File: src/rtl/truth_table_sweep_if.sv
// Bundles the sweep controller's stimulus/capture signals. The slave side is
// the sweep controller; the master side is whatever owns start and the gate.
interface truth_table_sweep_if #(
    parameter int N_IN = 3
);
    logic                   start;
    logic                   f_in;
    logic [N_IN-1:0]        vec_out;
    logic                   busy;
    logic                   done;
    logic [(2**N_IN)-1:0]   table_out;
    logic                   pass;
    logic [N_IN-1:0]        fail_idx;

    modport master (
        output start, f_in,
        input  vec_out, busy, done, table_out, pass, fail_idx
    );

    modport slave (
        input  start, f_in,
        output vec_out, busy, done, table_out, pass, fail_idx
    );
endinterface

File: src/rtl/truth_table_sweep.sv
// Clocked truth-table sweep: walks vec_out through every input combination,
// holds each vector SETTLE+1 cycles, captures the gate output into table_out
// and grades the finished table against EXPECTED.
//
// state  | meaning
// IDLE   | waiting for start; last results held
// DRIVE  | vector applied, counting settle cycles
// SAMPLE | capture f_in for current vector, advance or finish
// DONE   | one-cycle done pulse, results valid
module truth_table_sweep #(
    parameter int                  N_IN     = 3,
    parameter int                  SETTLE   = 2,
    parameter logic [(2**N_IN)-1:0] EXPECTED = 8'hD5
) (
    input  logic               clk,
    input  logic               rst,
    truth_table_sweep_if.slave bus
);
    localparam int DEPTH = 2**N_IN;
    localparam int CW    = (SETTLE > 1) ? $clog2(SETTLE) : 1;

    typedef enum logic [1:0] {IDLE, DRIVE, SAMPLE, DONE} state_t;

    state_t            state;
    state_t            state_nx;
    logic [CW-1:0]     settle_cnt;
    logic [N_IN-1:0]   vec_q;
    logic [DEPTH-1:0]  table_q;
    logic [DEPTH-1:0]  table_nx;
    logic              busy_q;
    logic              done_q;
    logic              pass_q;
    logic [N_IN-1:0]   fail_q;
    logic              settle_hit;
    logic              vec_last;

    // Lowest set bit of the mismatch vector; zero when there is no mismatch.
    function automatic logic [N_IN-1:0] lowest_set(input logic [DEPTH-1:0] v);
        lowest_set = '0;
        for (int i = DEPTH - 1; i >= 0; i--) begin
            if (v[i]) lowest_set = N_IN'(i);
        end
    endfunction

    assign settle_hit = (settle_cnt == CW'(SETTLE - 1));
    assign vec_last   = &vec_q;

    // State register.
    always_ff @(posedge clk) begin
        if (rst) state <= IDLE;
        else     state <= state_nx;
    end

    // Next-state decode; start is only honoured from IDLE.
    always_comb begin
        state_nx = state;
        case (state)
            IDLE:    if (bus.start) state_nx = DRIVE;
            DRIVE:   if (settle_hit) state_nx = SAMPLE;
            SAMPLE:  state_nx = vec_last ? DONE : DRIVE;
            DONE:    state_nx = IDLE;
            default: state_nx = IDLE;
        endcase
    end

    // Table with the current vector's result merged in, used by capture and grading.
    always_comb begin
        table_nx        = table_q;
        table_nx[vec_q] = bus.f_in;
    end

    // Datapath and registered status outputs.
    always_ff @(posedge clk) begin
        if (rst) begin
            settle_cnt <= '0;
            vec_q      <= '0;
            table_q    <= '0;
            busy_q     <= 1'b0;
            done_q     <= 1'b0;
            pass_q     <= 1'b0;
            fail_q     <= '0;
        end else begin
            busy_q <= (state_nx == DRIVE) || (state_nx == SAMPLE);
            done_q <= (state_nx == DONE);
            case (state)
                IDLE: begin
                    if (bus.start) begin
                        settle_cnt <= '0;
                        vec_q      <= '0;
                        table_q    <= '0;
                        pass_q     <= 1'b0;
                        fail_q     <= '0;
                    end
                end
                DRIVE: begin
                    if (!settle_hit) settle_cnt <= settle_cnt + 1'b1;
                end
                SAMPLE: begin
                    table_q    <= table_nx;
                    settle_cnt <= '0;
                    if (!vec_last) begin
                        vec_q <= vec_q + 1'b1;
                    end else begin
                        // Counter parks at zero rather than wrapping into a new pass.
                        vec_q  <= '0;
                        pass_q <= (table_nx == EXPECTED);
                        fail_q <= lowest_set(table_nx ^ EXPECTED);
                    end
                end
                default: ;
            endcase
        end
    end

    assign bus.vec_out   = vec_q;
    assign bus.busy      = busy_q;
    assign bus.done      = done_q;
    assign bus.table_out = table_q;
    assign bus.pass      = pass_q;
    assign bus.fail_idx  = fail_q;
endmodule

File: src/flat_wrapper.sv
// flat-port wrapper written by rule: the top's interface ports become plain ports
module truth_table_sweep_flat 
#(
    parameter int                  N_IN     = 3,
    parameter int                  SETTLE   = 2,
    parameter logic [(2**N_IN)-1:0] EXPECTED = 8'hD5
)
  (clk, rst, bus_start, bus_f_in, bus_vec_out, bus_busy, bus_done, bus_table_out, bus_pass, bus_fail_idx);
  truth_table_sweep_if #(.N_IN(N_IN)) bus_i ();
  input  logic clk;
  input  logic rst;
  input wire logic [$bits(bus_i.start)-1:0] bus_start;
  input wire logic [$bits(bus_i.f_in)-1:0] bus_f_in;
  output wire logic [$bits(bus_i.vec_out)-1:0] bus_vec_out;
  output wire logic [$bits(bus_i.busy)-1:0] bus_busy;
  output wire logic [$bits(bus_i.done)-1:0] bus_done;
  output wire logic [$bits(bus_i.table_out)-1:0] bus_table_out;
  output wire logic [$bits(bus_i.pass)-1:0] bus_pass;
  output wire logic [$bits(bus_i.fail_idx)-1:0] bus_fail_idx;
  assign bus_i.start = bus_start;
  assign bus_i.f_in = bus_f_in;
  assign bus_vec_out = bus_i.vec_out;
  assign bus_busy = bus_i.busy;
  assign bus_done = bus_i.done;
  assign bus_table_out = bus_i.table_out;
  assign bus_pass = bus_i.pass;
  assign bus_fail_idx = bus_i.fail_idx;
  truth_table_sweep #(.N_IN(N_IN), .SETTLE(SETTLE), .EXPECTED(EXPECTED)) u_core (.clk(clk), .rst(rst), .bus(bus_i));
endmodule
File: config.mk
export PLATFORM = sky130hd
export DESIGN_NAME = truth_table_sweep_flat
export DESIGN_NICKNAME = d
export VERILOG_FILES = /design/src/rtl/truth_table_sweep_if.sv /design/src/rtl/truth_table_sweep.sv /design/src/flat_wrapper.sv
export SDC_FILE = /design/constraint.sdc
export NUM_CORES = 1
export LEC_CHECK = 0
export CAP_MARGIN = 5
export CORE_ASPECT_RATIO = 1.25
export CORE_MARGIN = 1.5
export CORE_UTILIZATION = 35
export CTS_CLUSTER_SIZE = 8
export DETAILED_ROUTE_END_ITERATION = 10
export PLACE_DENSITY = 0.67
export RECOVER_POWER = 25
export SLEW_MARGIN = 10
export SYNTH_ARGS = -nofsm -noshare
export SYNTH_HDL_FRONTEND = slang
export SYNTH_SLANG_ARGS = --single-unit
export TNS_END_PERCENT = 1
File: constraint.sdc
create_clock -name clk -period 1.84 [get_ports clk]
set_clock_uncertainty 0.15 [all_clocks]
set_input_delay 0.276 -clock clk [delete_from_list [all_inputs] [get_ports clk]]
set_output_delay 0.276 -clock clk [all_outputs]
set_load 0.05 [all_outputs]
* Word level (Yosys, flattened, before mapping)
Index checks and enable logic that the tools add are counted.
** Word-level totals
- ROM bits :: 0
- Memories kept :: 0
- Bits in latches :: 0
- Bits in writable memories :: 0
- Word-level logic and storage cells :: 58
- Output and inout bits :: 17
- Bits in registers :: 20
- Input bits :: 4
** Operators by class
- Add/subtract/negate cells :: 2
- $lt $le $gt $ge :: 2
- Shifts and indexed selects :: 0
- Eq/ne operators :: 9
- Div/mod/pow operators :: 0
- Multiplexer cells :: 27
- Bitwise gates (word level) :: 1
- Reduce and logical (&&, ||, !) cells :: 9
- Multipliers :: 0
** Operators with widths (count)
- two-way mux 3 bit :: 11
- case mux 8 bit (2 select lines) :: 1
- case mux 3 bit (2 select lines) :: 2
- bitwise mux 8 bit :: 1
- equality test 2 bit (second input constant) :: 4
- equality test 8 bit (second input constant) :: 1
- two-way mux 8 bit :: 1
- case mux 2 bit (4 select lines) :: 1
- two-way mux 2 bit :: 3
- AND reduction 3 bit :: 2
- inverter 5 bit :: 1
- equality test 2 x 1 -> 1 bit (second input constant) :: 2
- less-than comparator 3 x 4 -> 1 bit (second input constant) :: 1
- two-way mux 1 bit :: 4
- AND reduction 2 bit :: 2
- adder 3 x 1 -> 3 bit (second input constant) :: 1
- demux 1 bit (select 3 bit) :: 1
- >= comparator 3 x 1 -> 1 bit (second input constant) :: 1
- case mux 1 bit (3 select lines) :: 1
- nonzero test 3 bit :: 1
- zero test 2 bit :: 1
- != test 2 x 1 -> 1 bit (second input constant) :: 1
- != test 2 bit (second input constant) :: 1
- case mux 1 bit (2 select lines) :: 1
- 4 further kinds :: 4

* Logic depth before layout (Yosys ltp)
- Word-level depth :: 16
- Gate-level depth with buffers :: 7
- Mapped depth without buffers :: 6

* Worst setup path before layout
Ideal clock, no wire load.
- Kind :: reg-to-reg
- From :: register u_core.vec_q[1], in the netlist u_core.bus.vec_out[1]
- To :: register u_core.busy_q, in the netlist u_core.bus.busy
- Clock period less this slack :: 1.997 ns
- Setup time :: 0.127 ns
- Data required time :: 1.563 ns
- Cell stages (with the launch flop) :: 7
- Slack :: -0.157 ns
- Arrival time :: 1.720 ns
- Path through :: dfxtp_1 > ha_1 > ha_1 > and3b_1 > a21o_1 > ha_1 > nor2b_1
** Between the ends
- Longest elaborated chain between the ends :: 5
- Elaborated cells on any way between the ends :: 6
** Ends and longest elaborated chain
- start: declaration :: line truth_table_sweep.sv:27 : logic [N_IN-1:0] vec_q;
- start signal: assignment :: line truth_table_sweep.sv:102 : vec_q <= vec_q + 1'b1;
- AND reduction 3 bit * :: line truth_table_sweep.sv:46 : assign vec_last = &vec_q;
- two-way mux 2 bit * :: line truth_table_sweep.sv:60 : SAMPLE: state_nx = vec_last ? DONE : DRIVE;
- case mux 2 bit (4 select lines) * :: line truth_table_sweep.sv:57 : case (state)
- net u_core.state_nx[1] :: line truth_table_sweep.sv:25 : state_t state_nx;
- equality test 2 x 1 -> 1 bit / equality test 2 bit (equally long branches) :: line truth_table_sweep.sv:83 : busy_q <= (state_nx == DRIVE) || (state_nx == SAMPLE);
- logical OR 1 bit * :: line truth_table_sweep.sv:83
- end signal: assignment :: line truth_table_sweep.sv:83
- end: declaration :: line truth_table_sweep.sv:30 : logic busy_q;
The timed path passes the listed nets; every way through them passes the cells marked *.
A chain may end at the register's enable or synchronous reset.

* Worst setup path after layout
Ends and elaborated chain as after synthesis.

==> flow_metrics.py <==
metrics = {
    "clock_network": {
        "htree_levels": 1,
        "cts_setup_buffers": 0,
        "path_clk_slew_ns": 0.07,
        "root_buffer": "clkbuf_8",
        "clockBufferDepth": 2,
        "insertion_delay_ns": 0.26,
        "cts_buffers": 3,
        "postCtsHoldBufs": 0,
        "cts.sinks": 20,
        "cts_tree": "yes",
    },
    "timing": {
        "layout_setup_ws_ns": 0.108,
        "maxSlewViolCount": 0,
        "fin_tns_setup_ns": 0,
        "relSlewSlack": 0.505,
        "hold_violations": 0,
        "fmax_ghz": 0.577,
        "tightest_slew_ns": 0.740,
        "fin_crit_ns": 1.73,
        "period_share": 0.941,
        "rsz0062_at_grt": "no",
        "setup_viol": 0,
    },
    "final_layout": {
        "fin_nets": 170,
        "stdcell_area_um2": 1510,
        "regArea_um2": 407,
        "drive_above_1_share": 0.241,
        "fillers": 335,
        "final_cells": 199,
        "synthToLayoutAreaGrowth_pct": 27.7,
        "diodes": 0,
        "multi_input_area_um2": 691,
    },
    "worst_setup_path": {
        "worst-path-max-fanout": 3,
        "critPathArrivalTime_ns": 1.74,
        "criticalPathCategory": "reg2reg",
        "endpoint_kind": "flop",
        "cp-start-kind": "flop",
        "crit_required_ns": 1.85,
        "regToRegSetupSlack_ns": 0.11,
        "reg2reg_depth": 6,
    },
    "place": {
        "hpwlAfterDp_mm": 2.15,
        "io_buffers": 20,
        "placed_area_um2": 1470,
        "place_inst": 195,
        "pre_cts_ws_ns": -0.101,
        "gp_congestion": 0.793,
    },
    "floorplan": {
        "start_util": 0.368,
        "die_h_um": 68.1,
        "coreArea_um2": 3220,
        "dieArea_um2": 3750,
        "io_pins": 21,
        "rows": 23,
        "fp.dieW_um": 55.0,
    },
    "global_routing": {
        "grtUsageMet2": 0.307,
        "top_usage_layer": "met2",
        "antenna_found_initial": 0,
        "grt_pass1_wl_mm": 4.96,
        "grt_usage": 0.179,
        "grt_use_met3": 0.0197,
        "grt_pass1_vias": 1138,
        "overflow": 0,
        "grtUsageMet1": 0.222,
        "grt_max_degree": 15,
    },
    "synthesis": {
        "yosysSeqAreaShare": 0.338,
        "synth_top_area_frac": 0.338,
        "syn_inst": 135,
        "synth_flop_cell": "dfxtp_1",
        "synth_warnings": 0,
        "synthTopCellsByArea": "dfxtp_1 (34%), nor2_1 (4.4%), buf_6 (3.8%), nor2b_1 (3.7%), mux2i_1 (3.4%)",
        "yosysUniqueCellTypes": 43,
        "synth_nets": 142,
        "synthArstFlopShare": 0,
        "ys_ff_latch": 20,
        "synth_edf_count": 0,
        "synth_top_area_cell": "dfxtp_1",
        "avgSynthCellArea_um2": 8.78,
        "synth_area_um2": 1180,
    },
    "worst_hold_path": {
        "hold_path_depth": 2,
        "min_path_type": "reg2reg",
    },
    "detailed_routing": {
        "vias_per_cell": 5.39,
        "ant_nets": 0,
        "vias": 1072,
        "finalWirelength_mm": 2.81,
        "routedWlPerCell_um": 14.1,
        "drt-initial-drc-count": 29,
        "drc": 0,
        "dr.pass1.iters": 4,
    },
    "pwr": {
        "max-vdd-ir-drop_v": 0.000440,
        "power_density_nw_per_um2": 634,
        "power.total_uw": 958,
        "p_leak_uw": 0.000635,
    },
    "run": {
        "cap_viol_max_count": 0,
    },
    "run_status": {
        "status": "complete, no violations",
    },
}
-- sequential cells by signal (all words and copies together), names as in the netlist --
register	count
u_core.bus.pass	1
u_core.bus.vec_out	3
u_core.bus.fail_idx	3
u_core.bus.done	1
u_core.settle_cnt	1
u_core.bus.table_out	8
u_core.bus.busy	1
u_core.state	2
-- what timing repair did --
item / CTS / global route
endpoints found under the setup margin: 0 / 3
endpoints found under the hold margin: 0 / 0
gates resized for setup: 0 / 2
-- where the power goes --
part           internal [uW]  switching (uW)  total (uW)
registers                438            6.90         445
clock network            290             151         441
logic                   28.8            43.8        72.5
total                    757             201         958
-- stage by stage --
stage	utilization	hold WS, ns
3_5_place_dp	0.455	0.324
5_1_grt	0.469	0.371
4_1_cts	0.477	0.341
6_report	0.469	0.332
3_3_place_gp	0.455	0.321
2_1_floorplan	-	0.314
-- cells in the mapped netlist (all sizes together), types with 2 or more instances --
master,count
buf,8
ha,3
o221ai,2
a22o,2
nand2,8
inv,6
clkbuf,2
o21ai,10
and3b,3
nor3b,2
o31ai,5
nand3b,2
nor2b,8
a21o,3
nor2,14
a32oi,2
nand2b,3
dfxtp,20
mux2i,4
o21a,2
o22ai,5
a21oi,7
-- placed cells by master (no fill, tap or decap), types with 4 or more instances in the layout --
master	Yosys	final
buf_12	0	4
clkbuf_1	2	8
a21oi_1	6	6
o21ai_1	4	4
o31ai_1	5	5
nor2b_1	7	7
o22ai_1	5	5
dfxtp_1	20	17
buf_4	0	18
inv_1	6	6
o21ai_0	6	6
nand2_1	7	7
nor2_1	14	14
mux2i_1	4	4
-- routing by layer --
layer,share of wire,vias to the layer above
met3,0.039,5
li1,-,545
met5,0,-
met4,0.014,0
met2,0.51,27
met1,0.44,495
-- logic make-up after synthesis --
logic type                 after synthesis  synth area share
and+or+nand+nor                         45             0.246
buffers and inverters                   16            0.0803
DFF                                     20             0.338
adders and majority gates                3            0.0317
AOI/OAI and AO/OA                       47             0.270
muxes                                    4            0.0338
-- final timing paths --
kind | start | endpoint
worst max register to register | u_core.bus.vec_out[1]$_SDFFE_PP0P_ | u_core.bus.busy$_SDFF_PP0_
worst min register to register | u_core.bus.pass$_SDFFE_PP0P_ | u_core.bus.pass$_SDFFE_PP0P_
worst min-delay path | u_core.bus.pass$_SDFFE_PP0P_ | u_core.bus.pass$_SDFFE_PP0P_
worst max-delay path | u_core.bus.vec_out[1]$_SDFFE_PP0P_ | u_core.bus.busy$_SDFF_PP0_
-- critical path, stage by stage (launching register included) --
cell and delay [ns]:
dfxtp_2 0.34, ha_1 0.18, ha_1 0.23, and3b_1 0.19, a21o_1 0.16, ha_1 0.26, nor2b_1 0.13
-- layout make-up --
| type | instances | area share |
|---|---|---|
| clock buffers | 3 | 0.0273 |
| clock inverters | 1 | 0.0199 |
| inverters | 6 | 0.0149 |
| multi-input cells | 99 | 0.457 |
| flip-flops and latches | 20 | 0.269 |
| well taps | 37 | 0.0306 |
| repair buffers | 33 | 0.182 |
(Power assumes the default switching activity.)
